`src/rtl/external_io_fifo.sv`:
```
// Host SPI front end for the shapool core: SPI0 loads the job configuration, SPI1 loads the
// device configuration and drains a small FIFO of results captured on each shapool success.
module external_io_fifo #(
   parameter int JOB_CONFIG_WIDTH    = 8,
   parameter int DEVICE_CONFIG_WIDTH = 8,
   parameter int RESULT_DATA_WIDTH   = 16,
   parameter int RESULT_DEPTH        = 4,
   parameter logic [DEVICE_CONFIG_WIDTH-1:0] DEVICE_CONFIG_RESET = '0
) (
   input  logic                           clk,
   input  logic                           reset,
   input  logic                           sck0,
   input  logic                           sdi0,
   input  logic                           cs0_n,
   input  logic                           sck1,
   input  logic                           sdi1,
   output logic                           sdo1,
   input  logic                           cs1_n,
   output logic [DEVICE_CONFIG_WIDTH-1:0] device_config,
   output logic [JOB_CONFIG_WIDTH-1:0]    job_config,
   output logic                           job_valid,
   input  logic [RESULT_DATA_WIDTH-1:0]   shapool_result,
   input  logic                           shapool_success,
   output logic                           result_ready,
   output logic [$clog2(RESULT_DEPTH):0]  result_count
);

   localparam int TX_WIDTH = 8 + RESULT_DATA_WIDTH;
   localparam int PTR_W    = $clog2(RESULT_DEPTH);
   localparam int CNT_W    = PTR_W + 1;
   localparam int JCNT_W   = $clog2(JOB_CONFIG_WIDTH + 2);
   localparam int SCNT_W   = $clog2(TX_WIDTH + 1);

   localparam int SCK0 = 0;
   localparam int SDI0 = 1;
   localparam int CS0  = 2;
   localparam int SCK1 = 3;
   localparam int SDI1 = 4;
   localparam int CS1  = 5;

   // sync1 is the synchronised level, sync2 its previous value for edge detection
   logic [5:0] pins, sync0, sync1, sync2, rise, fall;
   assign pins = {cs1_n, sdi1, sck1, cs0_n, sdi0, sck0};
   assign rise = sync1 & ~sync2;
   assign fall = ~sync1 & sync2;

   always_ff @(posedge clk) begin
      if (reset) begin
         sync0 <= '0;
         sync1 <= '0;
         sync2 <= '0;
      end else begin
         sync0 <= pins;
         sync1 <= sync0;
         sync2 <= sync1;
      end
   end

   logic succ_q, succ_q2, push_req;
   assign push_req = succ_q & ~succ_q2;

   always_ff @(posedge clk) begin
      if (reset) begin
         succ_q  <= 1'b0;
         succ_q2 <= 1'b0;
      end else begin
         succ_q  <= shapool_success;
         succ_q2 <= succ_q;
      end
   end

   // ---------------- SPI0: job configuration ----------------
   logic                        arm0;
   logic [JOB_CONFIG_WIDTH-1:0] job_shift;
   logic [JCNT_W-1:0]           job_cnt;

   always_ff @(posedge clk) begin
      if (reset) begin
         arm0       <= 1'b0;
         job_shift  <= '0;
         job_cnt    <= '0;
         job_config <= '0;
         job_valid  <= 1'b0;
      end else begin
         job_valid <= 1'b0;
         if (sync1[CS0]) arm0 <= 1'b1;
         if (arm0) begin
            if (fall[CS0]) begin
               job_shift <= '0;
               job_cnt   <= '0;
            end else if (rise[CS0]) begin
               if (job_cnt == JCNT_W'(JOB_CONFIG_WIDTH)) begin
                  job_config <= job_shift;
                  job_valid  <= 1'b1;
               end
            end else if (!sync1[CS0] && rise[SCK0]) begin
               job_shift <= {job_shift[JOB_CONFIG_WIDTH-2:0], sync1[SDI0]};
               if (job_cnt != JCNT_W'(JOB_CONFIG_WIDTH + 1)) job_cnt <= job_cnt + JCNT_W'(1);
            end
         end
      end
   end

   // ---------------- Result FIFO ----------------
   logic [RESULT_DATA_WIDTH-1:0] mem [RESULT_DEPTH];
   logic [PTR_W-1:0]             wr_ptr, rd_ptr;
   logic                         overflow;
   logic                         full, empty, pop_req, push_ok;

   assign full    = (result_count == CNT_W'(RESULT_DEPTH));
   assign empty   = (result_count == '0);
   assign push_ok = push_req & (~full | pop_req);
   assign result_ready = ~empty;

   always_ff @(posedge clk) begin
      if (push_ok) mem[wr_ptr] <= shapool_result;
   end

   always_ff @(posedge clk) begin
      if (reset) begin
         wr_ptr       <= '0;
         rd_ptr       <= '0;
         result_count <= '0;
         overflow     <= 1'b0;
      end else begin
         if (push_ok) wr_ptr <= wr_ptr + PTR_W'(1);
         if (pop_req) rd_ptr <= rd_ptr + PTR_W'(1);
         if (push_ok && !pop_req)      result_count <= result_count + CNT_W'(1);
         else if (!push_ok && pop_req) result_count <= result_count - CNT_W'(1);
         if (pop_req)                  overflow <= 1'b0;
         else if (push_req && full)    overflow <= 1'b1;
      end
   end

   // ---------------- SPI1: device configuration and result readback ----------------
   logic                         arm1;
   logic [TX_WIDTH-1:0]          tx, rx;
   logic [SCNT_W-1:0]            spi1_cnt;
   logic                         load_nonempty;
   logic [RESULT_DATA_WIDTH-1:0] head_or_zero;
   logic [31:0]                  count_ext;
   logic [6:0]                   count_sat;

   assign head_or_zero = empty ? '0 : mem[rd_ptr];
   assign count_ext    = 32'(result_count);
   assign count_sat    = (count_ext > 32'd127) ? 7'd127 : count_ext[6:0];
   assign pop_req      = arm1 & rise[CS1] & (spi1_cnt == SCNT_W'(TX_WIDTH)) & load_nonempty;
   assign sdo1         = ~sync1[CS1] & tx[TX_WIDTH-1];

   always_ff @(posedge clk) begin
      if (reset) begin
         arm1          <= 1'b0;
         tx            <= '0;
         rx            <= '0;
         spi1_cnt      <= '0;
         load_nonempty <= 1'b0;
         device_config <= DEVICE_CONFIG_RESET;
      end else begin
         if (sync1[CS1]) arm1 <= 1'b1;
         if (arm1) begin
            if (fall[CS1]) begin
               tx            <= {overflow, count_sat, head_or_zero};
               load_nonempty <= ~empty;
               rx            <= '0;
               spi1_cnt      <= '0;
            end else if (rise[CS1]) begin
               if (spi1_cnt == SCNT_W'(DEVICE_CONFIG_WIDTH))
                  device_config <= rx[DEVICE_CONFIG_WIDTH-1:0];
            end else if (!sync1[CS1]) begin
               if (rise[SCK1]) begin
                  rx <= {rx[TX_WIDTH-2:0], sync1[SDI1]};
                  if (spi1_cnt != SCNT_W'(TX_WIDTH)) spi1_cnt <= spi1_cnt + SCNT_W'(1);
               end
               if (fall[SCK1]) tx <= {tx[TX_WIDTH-2:0], 1'b0};
            end
         end
      end
   end

endmodule

```
`config.mk`:
```
export PLATFORM = sky130hd
export DESIGN_NAME = external_io_fifo
export DESIGN_NICKNAME = d
export VERILOG_FILES = /design/src/rtl/external_io_fifo.sv
export SDC_FILE = /design/constraint.sdc
export NUM_CORES = 1
export LEC_CHECK = 0
export CAP_MARGIN = 40
export CORE_ASPECT_RATIO = 1.1
export CORE_MARGIN = 5
export CORE_UTILIZATION = 45
export CTS_CLUSTER_SIZE = 8
export DETAILED_ROUTE_END_ITERATION = 7
export GPL_TIMING_DRIVEN = 0
export SYNTH_ARGS = -nofsm -noshare
export SYNTH_HDL_FRONTEND = slang
export SYNTH_SLANG_ARGS = --single-unit
```
`constraint.sdc`:
```
create_clock -name clk -period 3.4 [get_ports clk]
set_input_delay 0.68 -clock clk [delete_from_list [all_inputs] [get_ports clk]]
set_output_delay 0.68 -clock clk [all_outputs]
set_load 0.005 [all_outputs]
```
==> reports/summary.json <==
{
  "synthSimpleGateAreaFrac_pct": 13.94,
  "slew_headroom_pct": 50.70,
  "globalplace.congestion": 0.7758,
  "cellPowerDensity_nw_per_um2": 546.4,
  "muxShareOfSynthArea_pct": 7.359,
  "tightestPinTransition_ps": 731.7,
  "status": "finished clean",
  "setup_ws_ps": 617.6,
  "post_syn_nets": 571,
  "initial_utilization_pct": 45.55,
  "totalWireLength_mm": 12.45,
  "synth_top_family_by_area": "simple AND/OR/NAND/NOR gates",
  "share_of_layout_cells_above_drive_strength_1_pct": 10.21,
  "placed_cells_incl_taps": 773,
  "synthAdderAreaFrac_pct": 2.320,
  "report.final.slew_viol_count": 0,
  "post-cts-setup-buffer-count": 0,
  "synth_xor_xnor_area_share_pct": 0.8398,
  "antenna_found_initial": 0,
  "critPathRequiredTime_ps": 3750,
  "vias": 4175,
  "rrSetupSlack_ps": 620,
  "period_minus_slack_ps": 2782,
  "portBuffers": 46,
  "netlist_instances": 535,
  "static-leakage-power_nw": 2.553,
  "r2r-end": "result_count[2]",
  "postSynthRegisterBits": 161,
  "ir_worst_vdd_uv": 346.4,
  "clock_tree_from_tritoncts": "built",
  "detail_route.iter0.violations": 270,
  "crit_arrival_ps": 3130,
  "cts.sink_count": 161,
  "cts.repair.resized": 0,
  "asyncSetResetFlopFracSynth_pct": 0,
  "finalSetupViolCount": 0,
  "hold_path_depth": 1,
  "fmax_mhz": 359.4,
  "min_period_over_period_pct": 81.84,
  "yosysTopAreaCell": "sky130_fd_sc_hd__dfxtp_1",
  "maxCapViolations": 0,
  "core_area_um2": 13740,
  "number_of_flops_mapped_to_enable_cells_by_yosys": 64,
  "netlist_area_um2": 6257,
  "die-area_um2": 16370,
  "ctsHtreeMaxLevel": 4,
  "fin_worst_skew_ps": 6.187,
  "path_class": "flop to flop",
  "worstSetupEndpointType": "flop",
  "wire_per_inst_um": 15.47,
  "grt_overflow": 0,
  "cp_max_fo": 6,
  "grt_start_max_net_pins": 17,
  "synth-seq-area-share_pct": 61.75,
  "synth-warning-count": 0,
  "clock-root-buffer": "sky130_fd_sc_hd__clkbuf_16",
  "max-clock-path-buffers": 2,
  "antenna_left": 0,
  "hp-start": "sync0[0]",
  "insertedDiodeCount": 0,
  "clock_insertion_delay_worst_skew_ps": 420,
  "finalNonFillerCells": 805,
  "post_drt_via_cell_ratio": 5.186,
  "grt_setup_unrepaired": "false",
  "first_global_vias": 4205,
  "mostFrequentLayoutCell": "sky130_fd_sc_hd__dfxtp_1",
  "place_hpwl_mm": 8.706,
  "horizontal_die_dimension_um": 122.4,
  "num_io_pins": 47,
  "min_to": "sync1[0]",
  "rows": 45,
  "yosysTopAreaCellShare_pct": 31.03,
  "cts_buffers": 17,
  "layout_stage_area_growth_over_the_synthesis_result_pct": 21.60,
  "grt_first_pass_wirelength_mm": 20.40,
  "cts.clk_slew.worst_paths_ps": 60,
  "worstHoldPathType": "flop to flop",
  "dpl_worst_slack_ps": 607.3,
  "worst_r2r_path_depth": 12,
  "grt_use_total_pct": 15.95,
  "postSynth.topFlopCell": "sky130_fd_sc_hd__dfxtp_1",
  "num-fill-cells": 1221,
  "detail_route.first_pass.iterations": 5,
  "timing.critical_path.from_type": "flop",
  "worst_r2r_startpoint": "spi1_cnt[0]",
  "most-common-layout-cells": "sky130_fd_sc_hd__dfxtp_1 (97), sky130_fd_sc_hd__edfxtp_1 (64), sky130_fd_sc_hd__nand2_1 (60)",
  "synth.distinct_cells": 48,
  "synth-compound-area-share_pct": 10.50,
  "total_negative_setup_slack_ps": 0,
  "synth_area_leaders": "sky130_fd_sc_hd__dfxtp_1 (31%), sky130_fd_sc_hd__edfxtp_1 (31%), sky130_fd_sc_hd__mux4_2 (5.8%)",
  "finish.net_count": 640,
  "finalHoldViolCount": 0,
  "postSynthAreaPerCell_um2": 11.70,
  "post_cts_hold_buffer_count": 0,
  "drcViolationCount": 0,
  "die_boundary_height_um": 133.7
}
## per-layer routing
metal / track usage, % / wire length [um] / vias up
li1: - / - / 2061
met2: 27.77 / 6565 / 77
met1: 18.90 / 5261 / 2019
met4: 5.849 / 185 / 0
met3: 4.034 / 442 / 18
met5: 0 / 0 / -
## synthesized netlist by cell type, types with 2 or more instances
cell / number
sky130_fd_sc_hd__ha_1: 10
sky130_fd_sc_hd__or3_1: 3
sky130_fd_sc_hd__xor2_1: 5
sky130_fd_sc_hd__nand2_1: 60
sky130_fd_sc_hd__a311oi_1: 4
sky130_fd_sc_hd__nand2b_1: 4
sky130_fd_sc_hd__buf_6: 2
sky130_fd_sc_hd__nor2b_1: 26
sky130_fd_sc_hd__nor4bb_1: 2
sky130_fd_sc_hd__buf_2: 9
sky130_fd_sc_hd__a31oi_1: 17
sky130_fd_sc_hd__o21a_1: 4
sky130_fd_sc_hd__nor2_1: 25
sky130_fd_sc_hd__and3b_1: 2
sky130_fd_sc_hd__inv_1: 12
sky130_fd_sc_hd__o21ai_0: 21
sky130_fd_sc_hd__clkbuf_1: 19
sky130_fd_sc_hd__nand4_1: 6
sky130_fd_sc_hd__nand3_1: 30
sky130_fd_sc_hd__dfxtp_1: 97
sky130_fd_sc_hd__a21oi_1: 37
sky130_fd_sc_hd__buf_1: 5
sky130_fd_sc_hd__o21bai_1: 16
sky130_fd_sc_hd__mux4_2: 16
sky130_fd_sc_hd__and3_1: 2
sky130_fd_sc_hd__edfxtp_1: 64
sky130_fd_sc_hd__and2_1: 7
sky130_fd_sc_hd__mux2i_1: 10
## final cells by class
cell class	instances	area (um^2)	area share, %
Clock inverter	12	158.9	2.088
Clock buffer	20	436.7	5.739
Sequential cell	161	3864	50.78
Inverter	13	48.80	0.6413
Timing Repair Buffer	50	520.5	6.841
Buffer	35	157.7	2.072
Tap cell	188	235.2	3.092
Multi-Input combinational cell	326	2187	28.75
## kinds of logic after synthesis
logic type | Yosys count
muxes | 26
buffers and inverters | 48
AOI/OAI and AO/OA | 108
DFF | 161
xor gates and xnor gates | 6
and+or+nand+nor | 175
adders and majority gates | 11
## worst max-delay path, stage by stage, from the launching register on
cell and delay [ps]:
sky130_fd_sc_hd__dfxtp_1 340, sky130_fd_sc_hd__inv_1 80, sky130_fd_sc_hd__ha_1 180, sky130_fd_sc_hd__and4b_1 290, sky130_fd_sc_hd__and3_4 250, sky130_fd_sc_hd__inv_2 60
sky130_fd_sc_hd__a21oi_2 250, sky130_fd_sc_hd__ha_1 230, sky130_fd_sc_hd__inv_1 60, sky130_fd_sc_hd__fa_1 370, sky130_fd_sc_hd__xor2_1 160, sky130_fd_sc_hd__or3_1 300
sky130_fd_sc_hd__a21oi_1 140
## sequential cells by signal, summed over array words and instances (netlist names), named ones only
name / count
mem: 64
tx: 24
device_config: 8
job_config: 8
job_shift: 8
rx: 8
sync0: 6
sync1: 6
spi1_cnt: 5
job_cnt: 4
sync2: 4
result_count: 3
rd_ptr: 2
wr_ptr: 2
arm0: 1
arm1: 1
job_valid: 1
load_nonempty: 1
overflow: 1
succ_q: 1
succ_q2: 1
## worst max path at each step
stage | endpoint | slack (ps) | startpoint
detailed placement | result_count[2] | 610 | spi1_cnt[0]
global route | result_count[2] | 430 | spi1_cnt[0]
CTS | result_count[2] | 590 | spi1_cnt[0]
finish | result_count[2] | 620 | spi1_cnt[0]
floorplan | result_count[2] | 950 | spi1_cnt[0]
global placement | result_count[2] | 710 | spi1_cnt[0]
## report_power, final
part | leakage [nW] | switching (mW) | internal (mW)
logic | 0.902 | 0.0948 | 0.0832
clock network | 0.285 | 0.754 | 1.16
registers | 1.37 | 0.0205 | 2.04
## through the flow
stage                     area [um^2]  hold WS [ps]  utilization [%]  total power [mW]
after CTS                        7609         435.5            55.38             4.195
after floorplan                  6257         413.8                -             2.194
after global routing             7609         453.6            55.38             4.301
after global placement           6953         421.2            50.61             2.276
after detailed placement         7013         424.7            51.05             2.287
final                            7609         432.9            55.38             4.157
Note: power is estimated with default switching activity, not from simulation.
